`src/rtl/mem_1r1w_mbist_ctrl_if.sv`:
```
// Read/write port bundle between the March C- sequencer and one 1R1W SRAM wrapper.
interface mem_1r1w_mbist_ctrl_if #(
    parameter int unsigned ADDR_W = 6,
    parameter int unsigned WIDTH  = 64
);
    logic [ADDR_W-1:0] R0_addr;
    logic              R0_en;
    logic [WIDTH-1:0]  R0_data;
    logic [ADDR_W-1:0] W0_addr;
    logic              W0_en;
    logic [WIDTH-1:0]  W0_data;

    modport master (
        output R0_addr, R0_en, W0_addr, W0_en, W0_data,
        input  R0_data
    );

    modport slave (
        input  R0_addr, R0_en, W0_addr, W0_en, W0_data,
        output R0_data
    );
endinterface

```
`src/rtl/mem_1r1w_mbist_ctrl.sv`:
```
// March C- BIST sequencer for a 1R1W SRAM: {up w0}{up r0w1}{up r1w0}{dn r0w1}{dn r1w0}{dn r0}.
// Reads run one address ahead of writes; the compare of a word happens as its write is issued.
module mem_1r1w_mbist_ctrl #(
    parameter int unsigned DEPTH        = 48,
    parameter int unsigned WIDTH        = 64,
    parameter int unsigned ADDR_W       = 6,
    parameter int unsigned STOP_ON_FAIL = 0
) (
    input  logic                  clock,
    input  logic                  reset,
    input  logic                  start,
    output logic                  busy,
    output logic                  done,
    output logic                  fail,
    output logic [ADDR_W-1:0]     fail_addr,
    output logic [2:0]            fail_elem,
    mem_1r1w_mbist_ctrl_if.master mem
);
    localparam int unsigned CNT_W = $clog2(DEPTH + 1);
    localparam logic [CNT_W-1:0] LAST    = CNT_W'(DEPTH - 1);
    localparam logic [CNT_W-1:0] DEPTH_C = CNT_W'(DEPTH);

    // Element states encode their March element number so it can be latched directly.
    typedef enum logic [2:0] {
        S_E0   = 3'd0,
        S_E1   = 3'd1,
        S_E2   = 3'd2,
        S_E3   = 3'd3,
        S_E4   = 3'd4,
        S_E5   = 3'd5,
        S_IDLE = 3'd6,
        S_DONE = 3'd7
    } state_t;

    state_t            state, state_nxt;
    logic [CNT_W-1:0]  idx, idx_nxt;
    logic              start_ok, mismatch;
    logic [ADDR_W-1:0] cmp_addr;
    logic              r_en_nxt, w_en_nxt, w_bit_nxt;
    logic [ADDR_W-1:0] r_addr_nxt, w_addr_nxt;

    function automatic logic is_down(state_t s);
        return (s == S_E3) || (s == S_E4) || (s == S_E5);
    endfunction

    function automatic logic [ADDR_W-1:0] addr_of(state_t s, logic [CNT_W-1:0] i);
        return is_down(s) ? ADDR_W'(DEPTH - 1) - ADDR_W'(i) : ADDR_W'(i);
    endfunction

    // Value expected on reads in this element (r1 in E2/E4, r0 elsewhere).
    function automatic logic exp_bit(state_t s);
        return (s == S_E2) || (s == S_E4);
    endfunction

    function automatic state_t next_elem(state_t s);
        case (s)
            S_E1:    return S_E2;
            S_E2:    return S_E3;
            S_E3:    return S_E4;
            S_E4:    return S_E5;
            default: return S_DONE;
        endcase
    endfunction

    always_comb begin
        state_nxt  = state;
        idx_nxt    = idx;
        start_ok   = 1'b0;
        mismatch   = 1'b0;
        cmp_addr   = '0;
        r_en_nxt   = 1'b0;
        r_addr_nxt = '0;
        w_en_nxt   = 1'b0;
        w_addr_nxt = '0;
        w_bit_nxt  = 1'b0;

        // Check the word whose read was issued last cycle.
        if (state != S_IDLE && state != S_DONE && state != S_E0 && idx != '0) begin
            cmp_addr = addr_of(state, idx - CNT_W'(1));
            mismatch = (mem.R0_data != {WIDTH{exp_bit(state)}});
        end

        case (state)
            S_IDLE, S_DONE: begin
                if (start) begin
                    start_ok  = 1'b1;
                    state_nxt = S_E0;
                    idx_nxt   = '0;
                end
            end
            S_E0: begin
                if (idx == LAST) begin
                    state_nxt = S_E1;
                    idx_nxt   = '0;
                end else begin
                    idx_nxt = idx + CNT_W'(1);
                end
            end
            default: begin
                if (idx == DEPTH_C) begin
                    state_nxt = next_elem(state);
                    idx_nxt   = '0;
                end else begin
                    idx_nxt = idx + CNT_W'(1);
                end
            end
        endcase

        if (STOP_ON_FAIL != 0 && mismatch) begin
            state_nxt = S_DONE;
            idx_nxt   = '0;
        end

        // Port activity for the upcoming cycle, registered below.
        case (state_nxt)
            S_E0: begin
                w_en_nxt   = 1'b1;
                w_addr_nxt = addr_of(S_E0, idx_nxt);
            end
            S_E1, S_E2, S_E3, S_E4, S_E5: begin
                if (idx_nxt != DEPTH_C) begin
                    r_en_nxt   = 1'b1;
                    r_addr_nxt = addr_of(state_nxt, idx_nxt);
                end
                if (state_nxt != S_E5 && idx_nxt != '0) begin
                    w_en_nxt   = 1'b1;
                    w_addr_nxt = addr_of(state_nxt, idx_nxt - CNT_W'(1));
                    w_bit_nxt  = ~exp_bit(state_nxt);
                end
            end
            default: ;
        endcase
    end

    always_ff @(posedge clock) begin
        if (reset) begin
            state       <= S_IDLE;
            idx         <= '0;
            busy        <= 1'b0;
            done        <= 1'b0;
            fail        <= 1'b0;
            fail_addr   <= '0;
            fail_elem   <= '0;
            mem.R0_en   <= 1'b0;
            mem.R0_addr <= '0;
            mem.W0_en   <= 1'b0;
            mem.W0_addr <= '0;
            mem.W0_data <= '0;
        end else begin
            state       <= state_nxt;
            idx         <= idx_nxt;
            busy        <= (state_nxt != S_IDLE) && (state_nxt != S_DONE);
            done        <= (state_nxt == S_DONE);
            mem.R0_en   <= r_en_nxt;
            mem.R0_addr <= r_addr_nxt;
            mem.W0_en   <= w_en_nxt;
            mem.W0_addr <= w_addr_nxt;
            mem.W0_data <= {WIDTH{w_bit_nxt}};
            if (start_ok) begin
                fail      <= 1'b0;
                fail_addr <= '0;
                fail_elem <= '0;
            end else if (mismatch && !fail) begin
                fail      <= 1'b1;
                fail_addr <= cmp_addr;
                fail_elem <= 3'(state);
            end
        end
    end
endmodule

```
`src/flat_wrapper.sv`:
```
// flat-port wrapper written by rule: the top's interface ports become plain ports
module mem_1r1w_mbist_ctrl_flat 
#(
    parameter int unsigned DEPTH        = 48,
    parameter int unsigned WIDTH        = 64,
    parameter int unsigned ADDR_W       = 6,
    parameter int unsigned STOP_ON_FAIL = 0
)
  (clock, reset, start, busy, done, fail, fail_addr, fail_elem, mem_R0_addr, mem_R0_en, mem_W0_addr, mem_W0_en, mem_W0_data, mem_R0_data);
  mem_1r1w_mbist_ctrl_if #(.ADDR_W(ADDR_W), .WIDTH(WIDTH)) mem_i ();
  input  logic clock;
  input  logic reset;
  input  logic start;
  output logic busy;
  output logic done;
  output logic fail;
  output logic [ADDR_W-1:0] fail_addr;
  output logic [2:0] fail_elem;
  output wire logic [$bits(mem_i.R0_addr)-1:0] mem_R0_addr;
  output wire logic [$bits(mem_i.R0_en)-1:0] mem_R0_en;
  output wire logic [$bits(mem_i.W0_addr)-1:0] mem_W0_addr;
  output wire logic [$bits(mem_i.W0_en)-1:0] mem_W0_en;
  output wire logic [$bits(mem_i.W0_data)-1:0] mem_W0_data;
  input wire logic [$bits(mem_i.R0_data)-1:0] mem_R0_data;
  assign mem_R0_addr = mem_i.R0_addr;
  assign mem_R0_en = mem_i.R0_en;
  assign mem_W0_addr = mem_i.W0_addr;
  assign mem_W0_en = mem_i.W0_en;
  assign mem_W0_data = mem_i.W0_data;
  assign mem_i.R0_data = mem_R0_data;
  mem_1r1w_mbist_ctrl #(.DEPTH(DEPTH), .WIDTH(WIDTH), .ADDR_W(ADDR_W), .STOP_ON_FAIL(STOP_ON_FAIL)) u_core (.clock(clock), .reset(reset), .start(start), .busy(busy), .done(done), .fail(fail), .fail_addr(fail_addr), .fail_elem(fail_elem), .mem(mem_i));
endmodule
```
`config.mk`:
```
export PLATFORM = sky130hd
export DESIGN_NAME = mem_1r1w_mbist_ctrl_flat
export DESIGN_NICKNAME = d
export VERILOG_FILES = /design/src/rtl/mem_1r1w_mbist_ctrl_if.sv /design/src/rtl/mem_1r1w_mbist_ctrl.sv /design/src/flat_wrapper.sv
export SDC_FILE = /design/constraint.sdc
export NUM_CORES = 1
export LEC_CHECK = 0
export BUFFER_PORTS_ARGS = -buffer_cell sky130_fd_sc_hd__buf_4
export CORE_MARGIN = 2
export CORE_UTILIZATION = 48
export CTS_CLUSTER_SIZE = 25
export DETAILED_ROUTE_END_ITERATION = 10
export GPL_TIMING_DRIVEN = 0
export HOLD_SLACK_MARGIN = 0.05
export MAX_ROUTING_LAYER = met4
export PLACE_DENSITY = 0.87
export REMOVE_ABC_BUFFERS = 1
export SLEW_MARGIN = 20
export SYNTH_ARGS = -nofsm -noshare
export SYNTH_HDL_FRONTEND = slang
export SYNTH_SLANG_ARGS = --single-unit
```
`constraint.sdc`:
```
create_clock -name clock -period 6 [get_ports clock]
set_clock_uncertainty 0.1 [all_clocks]
set_input_delay 1.2 -clock clock [delete_from_list [all_inputs] [get_ports clock]]
set_output_delay 1.2 -clock clock [all_outputs]
set_load 0.005 [all_outputs]
```
# Yosys cells after proc, flatten, opt, wreduce, memory -nomap -nowiden
# Index checks and enable logic that the tools add are counted.
dict set report totals {
  latch_bits 0
  romBits 0
  n_memories 0
  ram_bits 0
  input_bits 67
  reg_bits 36
  wordCells 89
  output_inout_bits 90
}
dict set report classes {
  n_lt_le_gt_ge 0
  shifts 0
  n_mux 23
  div 0
  n_reduce_logical 23
  multipliers 0
  n_addsub 6
  bitwise 3
  n_eq_ne 22
}
# cell count
set op_table {}
lappend op_table {{$ne 64x64->1} 1}
lappend op_table {{$mux 6} 8}
lappend op_table {{$pmux 6 s2} 2}
lappend op_table {{$eq 3x3->1 const B} 7}
lappend op_table {{$sub 6x6->6 const A} 3}
lappend op_table {{$ne 3x3->1 const B} 5}
lappend op_table {{$eq 3x2->1 const B} 4}
lappend op_table {{$eq 6x6->1 const B} 2}
lappend op_table {{$pmux 3 s4} 1}
lappend op_table {{$reduce_bool 6->1} 2}
lappend op_table {{$sub 6x1->6 const B} 2}
lappend op_table {{$mux 3} 3}
lappend op_table {{$mux 1} 7}
lappend op_table {{$add 6x1->6 const B} 1}
lappend op_table {{$eq 3x1->1 const B} 2}
lappend op_table {{$logic_and 1x1->1} 6}
lappend op_table {{$logic_not 3->1} 2}
lappend op_table {{$logic_or 1x1->1} 6}
lappend op_table {{$ne 6x6->1 const B} 1}
lappend op_table {{$pmux 3 s2} 1}
lappend op_table {{$reduce_or 2->1} 3}
lappend op_table {{$reduce_or 5->1} 1}
lappend op_table {{$not 1->1} 3}
lappend op_table {{$reduce_bool 3->1} 1}
lappend op_table {{3 further kinds} 3}

# Logic depth before layout (Yosys ltp)
dict set report logic_depth {
  depth_word 10
  ltp_mapped 13
}

# Worst setup path before layout
# OpenSTA, ideal clock, no wires.
dict set report synth_path {
  path_kind {input to register}
  start {input start}
  end {register u_core.mem.W0_addr[5]}
  stages 9
  arrival_time_ns 2.865
  path_slack_ns 2.940
  path_cell_list {nor2_1 -> o21ai_0 -> o32a_1 -> ha_1 -> nand4_1 -> o21ai_1 -> nand2b_1 -> a2111o_1 -> o311ai_1}
}
dict set report synth_between {
  elab_chain_cells 8
  elab_cells_between_ends 21
  cone_classes {add/sub: 2; eq/ne: 6; mux: 7; reduce/logical: 6}
}
# element line_no
set synth_lines {}
lappend synth_lines {{from (decl)} flat_wrapper.sv:13} ;# input logic start;
lappend synth_lines {{parallel branches: the longest is 7 deep, another holds $sub 6x1->6} n/a}
lappend synth_lines {{$pmux 6 s2 (*)} mem_1r1w_mbist_ctrl.sv:115} ;# case (state_nxt)
lappend synth_lines {{to (signal assigned)} mem_1r1w_mbist_ctrl.sv:157} ;# mem.W0_addr <= w_addr_nxt;
lappend synth_lines {{to (decl)} mem_1r1w_mbist_ctrl_if.sv:14} ;# output R0_addr, R0_en, W0_addr, W0_en, W0_data,
# Every way passes the cells marked *.
# A chain may end at the register's enable or synchronous reset.

# Worst setup path after layout
dict set report layout_path {
  start {register u_core.idx[0]}
  end {register u_core.mem.W0_addr[5]}
}
dict set report layout_between {
  elab_chain_cells 9
  elab_cells_between_ends 27
  cone_classes {add/sub: 3; eq/ne: 8; mux: 10; reduce/logical: 6}
}
# element line_no
set layout_lines {}
lappend layout_lines {{from (decl)} mem_1r1w_mbist_ctrl.sv:36} ;# logic [CNT_W-1:0] idx, idx_nxt;
lappend layout_lines {{from (signal assigned)} mem_1r1w_mbist_ctrl.sv:151} ;# idx <= idx_nxt;
lappend layout_lines {{parallel branches: the longest is 8 deep, another holds $add 6x1->6} n/a}
lappend layout_lines {{$pmux 6 s2 (*)} mem_1r1w_mbist_ctrl.sv:115}
# Marked as above.

==> Flow_metrics.wiki <==
{| class="wikitable"
! Metric !! Value
|-
| Run status || finished, final reports clean
|-
| Detailed Route Iter0 Violations || 132
|-
| Register area share after synthesis || 0.2658
|-
| Pin slew with the least headroom to its limit || 0.7592 ns
|-
| Fmax || 277.6 MHz
|-
| Clock slew at the register clock pins of the worst setup and hold paths || approximately 0.070 ns
|-
| Die Height || 79.16 um
|-
| Required arrival time at the worst endpoint || 6.09 ns
|-
| Source-to-sink clock delay at the later pin of the worst-skew pair || just under 0.3 ns
|-
| Start of the worst register-to-register path || u_core.idx[0]$_SDFF_PP0_
|-
| Port buffer count || 156
|-
| Post-layout utilization of the core || 0.6566
|-
| Critical path launch point || u_core.idx[0]$_SDFF_PP0_
|-
| Total power divided by cell area || roughly 220 nW/um^2
|-
| Number of antenna violations at the first check in global routing || 0
|-
| Hold Path Cell Cnt || 2
|-
| Fraction of final layout cells sized beyond drive strength 1 || 0.4233
|-
| Summed negative setup slack over all endpoints || 0 ns
|-
| Growth of design area from synthesis to finish || 32.53%
|-
| Total detailed-routing wirelength || 7195 um
|-
| Die boundary width || 79.16 um
|-
| Multi-input combinational cell area || 1419 um^2
|-
| Data arrival time of the critical path || 3.70 ns
|-
| Average footprint of a synthesized cell || between 7 and 8 um^2
|-
| Worst-path maximum fanout || 7
|-
| Cell chosen for the clock root || sky130_fd_sc_hd__clkbuf_8
|-
| CP Capture Type || register
|-
| HP Class || reg2reg
|-
| Yosys top cell by area || sky130_fd_sc_hd__dfxtp_1
|-
| Most frequent cells in the layout || sky130_fd_sc_hd__buf_4, sky130_fd_sc_hd__nor2_1, sky130_fd_sc_hd__dfxtp_1
|-
| Unrepaired setup endpoints after global routing || false
|-
| Worst Setup Start Kind || register
|-
| Net total in the final layout || roughly 500
|-
| Number of pins exceeding their max-slew limit in the final report || 0
|-
| Number of buffers between clock root and the deepest sink || 2
|-
| R2r worst-path depth || 13
|-
| Pre-Repair DR Iteration Count || 4
|-
| Sink count of the clock tree || 36
|-
| Top cells by area, synth || sky130_fd_sc_hd__dfxtp_1, sky130_fd_sc_hd__buf_4, sky130_fd_sc_hd__nor2_1
|-
| Final ANT Viol Nets || 0
|-
| Maximum level of the CTS H-tree || 2
|-
| Antenna diode instance count || 0
|-
| Number of failing hold endpoints at the final stage || 0
|-
| Maximum number of pins on one net before global-route repair || 39
|-
| CORE AREA || 5473 um^2
|-
| Wire length per cell after detailed routing || 14.33 um
|-
| Synthesis warning total || 0
|-
| Leak || 1.649 nW
|-
| Number of vias per cell || approximately 5.3
|-
| Buffers inserted during post-CTS setup optimization || 0
|-
| Congestion Overflow GR || 0
|-
| First-pass GRT wire length || about 11000 um
|-
| Vias in the first global route || 2442
|-
| Number of CTS-inserted buffers || 5
|-
| TritonCTS clock tree || built
|-
| DR vias || 2644
|-
| Number of gates resized after cts || 0
|-
| Minimum clock period || 3.603 ns
|-
| Initial standard-cell utilization of the core || 0.4954
|-
| Max-Slew Margin vs Limit || 0.4875
|-
| Count of different cell masters after synthesis || 50
|-
| Total Die Area || 6266 um^2
|-
| Post-cts hold buffer count || 0
|-
| Final-report setup violation count || 0
|-
| Synth top area share || 0.2658
|-
| Max-cap check violation count || 0
|-
| Routability-driven placement congestion ratio || 0.9076
|-
| Most frequent standard cell in the layout excluding fill and tap cells || sky130_fd_sc_hd__buf_4
|-
| Worst Setup Path Type || reg2reg
|-
| Area taken by flip-flops and latches || 721.9 um^2
|-
| Drc violations || 0
|-
| Global routing usage summed across all routing layers || 0.2218
|-
| Flops & latches, synth || 36
|-
| Synth Instances || about 340
|-
| Fillers || 468
|-
| Peak supply drop || around 0.00017 V
|-
| Final HPWL DP || 5692 um
|-
| Hold wc startpoint || u_core.fail_addr[0]$_SDFFE_PP0P_
|-
| Count of pins on the block boundary || 157
|-
| Final Cycle Share || 0.6005
|-
| Number of placement rows || 27
|-
| Cell Area, Synth || about 2700 um^2
|}
## report_power, final
part / internal (W) / leakage [nW] / total (W) / switching (W)
clock network: 0.000123 / 0.0541 / 0.000212 / 0.0000890
registers: 0.000260 / 0.294 / 0.000280 / 0.0000200
logic: 0.000163 / 1.30 / 0.000298 / 0.000135
## cell usage after synthesis (all sizes together)
cell	n
or3	1
a2bb2oi	1
o21ba	1
ha	6
mux2i	7
a32oi	1
and2	2
dfxtp	36
nand3	4
nor2b	3
nand4b	1
clkbuf	6
nand2b	6
o22a	1
o22ai	2
nor2	44
a2111oi	2
o32a	1
a2111o	1
a22oi	3
nand4	23
and3	3
a211oi	7
a21boi	2
o21ai	9
buf	69
and4bb	1
inv	12
nor3	7
xor2	9
xnor2	11
or2	3
a31oi	4
o311ai	2
a21oi	12
nor4	22
nand2	14
## layout make-up
| class | count | share of cell area |
|---|---|---|
| multi-input cells | 216 | 0.3948 |
| well taps | 72 | 0.02507 |
| clock inverters | 3 | 0.01184 |
| clock buffers | 5 | 0.01915 |
| inverters | 12 | 0.01253 |
| repair buffers | 158 | 0.3357 |
| flip-flops and latches | 36 | 0.2009 |
## worst max-delay path, stage by stage (launching register included)
cell	delay, ns
sky130_fd_sc_hd__dfxtp_1	0.35
sky130_fd_sc_hd__inv_1	0.19
sky130_fd_sc_hd__ha_1	0.28
sky130_fd_sc_hd__and4bb_4	0.34
sky130_fd_sc_hd__nand2_2	0.11
sky130_fd_sc_hd__a211oi_2	0.53
sky130_fd_sc_hd__inv_1	0.09
sky130_fd_sc_hd__a22oi_1	0.39
sky130_fd_sc_hd__ha_1	0.28
sky130_fd_sc_hd__inv_1	0.06
sky130_fd_sc_hd__nor3_2	0.19
sky130_fd_sc_hd__xnor2_1	0.13
sky130_fd_sc_hd__a2111o_1	0.38
sky130_fd_sc_hd__o311ai_1	0.07
## flip-flops by register name (all words and copies together), names as in the netlist, 3 cells and up
register / cells
u_core.fail_addr: 6
u_core.fail_elem: 3
u_core.idx: 6
u_core.mem.R0_addr: 6
u_core.mem.W0_addr: 6
u_core.state: 3
## path summary, 6_finish.rpt
check / to / slack [ns]
worst max register to register: u_core.mem.W0_addr[5]$_SDFF_PP0_ / 2.40
worst min register to register: u_core.fail_addr[0]$_SDFFE_PP0P_ / 0.40
worst min-delay path: u_core.fail_addr[0]$_SDFFE_PP0P_ / 0.40
worst max-delay path: u_core.mem.W0_addr[5]$_SDFF_PP0_ / 2.40
## kinds of logic after synthesis
logic type,after synthesis,synth area share
and+or+nand+nor,134,0.2598
buffers and inverters,87,0.2127
AOI/OAI and AO/OA,49,0.1435
DFF,36,0.2658
xor gates and xnor gates,20,0.06461
muxes,7,0.02584
adders and majority gates,6,0.02769
## routing by layer
| metal | wire [um] | track usage |
|---|---|---|
| met5 | 0 | - |
| met4 | 174 | 0.07931 |
| met3 | 613 | 0.05909 |
| met2 | 3764 | 0.3983 |
| met1 | 2642 | 0.2341 |
## through the flow
stage / hold slack [ns] / power (W) / cells / cell area (um^2) / worst slack (ns)
finish: 0.4025 / 0.0007902 / 502 / 3593 / 2.397
global route: 0.4393 / 0.0008376 / 502 / 3593 / 2.156
CTS: 0.4099 / 0.0007961 / 502 / 3593 / 2.409
detailed placement: 0.3942 / 0.0005845 / 494 / 3482 / 2.295
global placement: 0.3756 / 0.0005733 / 492 / 3441 / 2.345
floorplan: 0.3852 / 0.0004208 / 264 / 2180 / 2.374
Note: power is estimated with default switching activity, not from simulation.
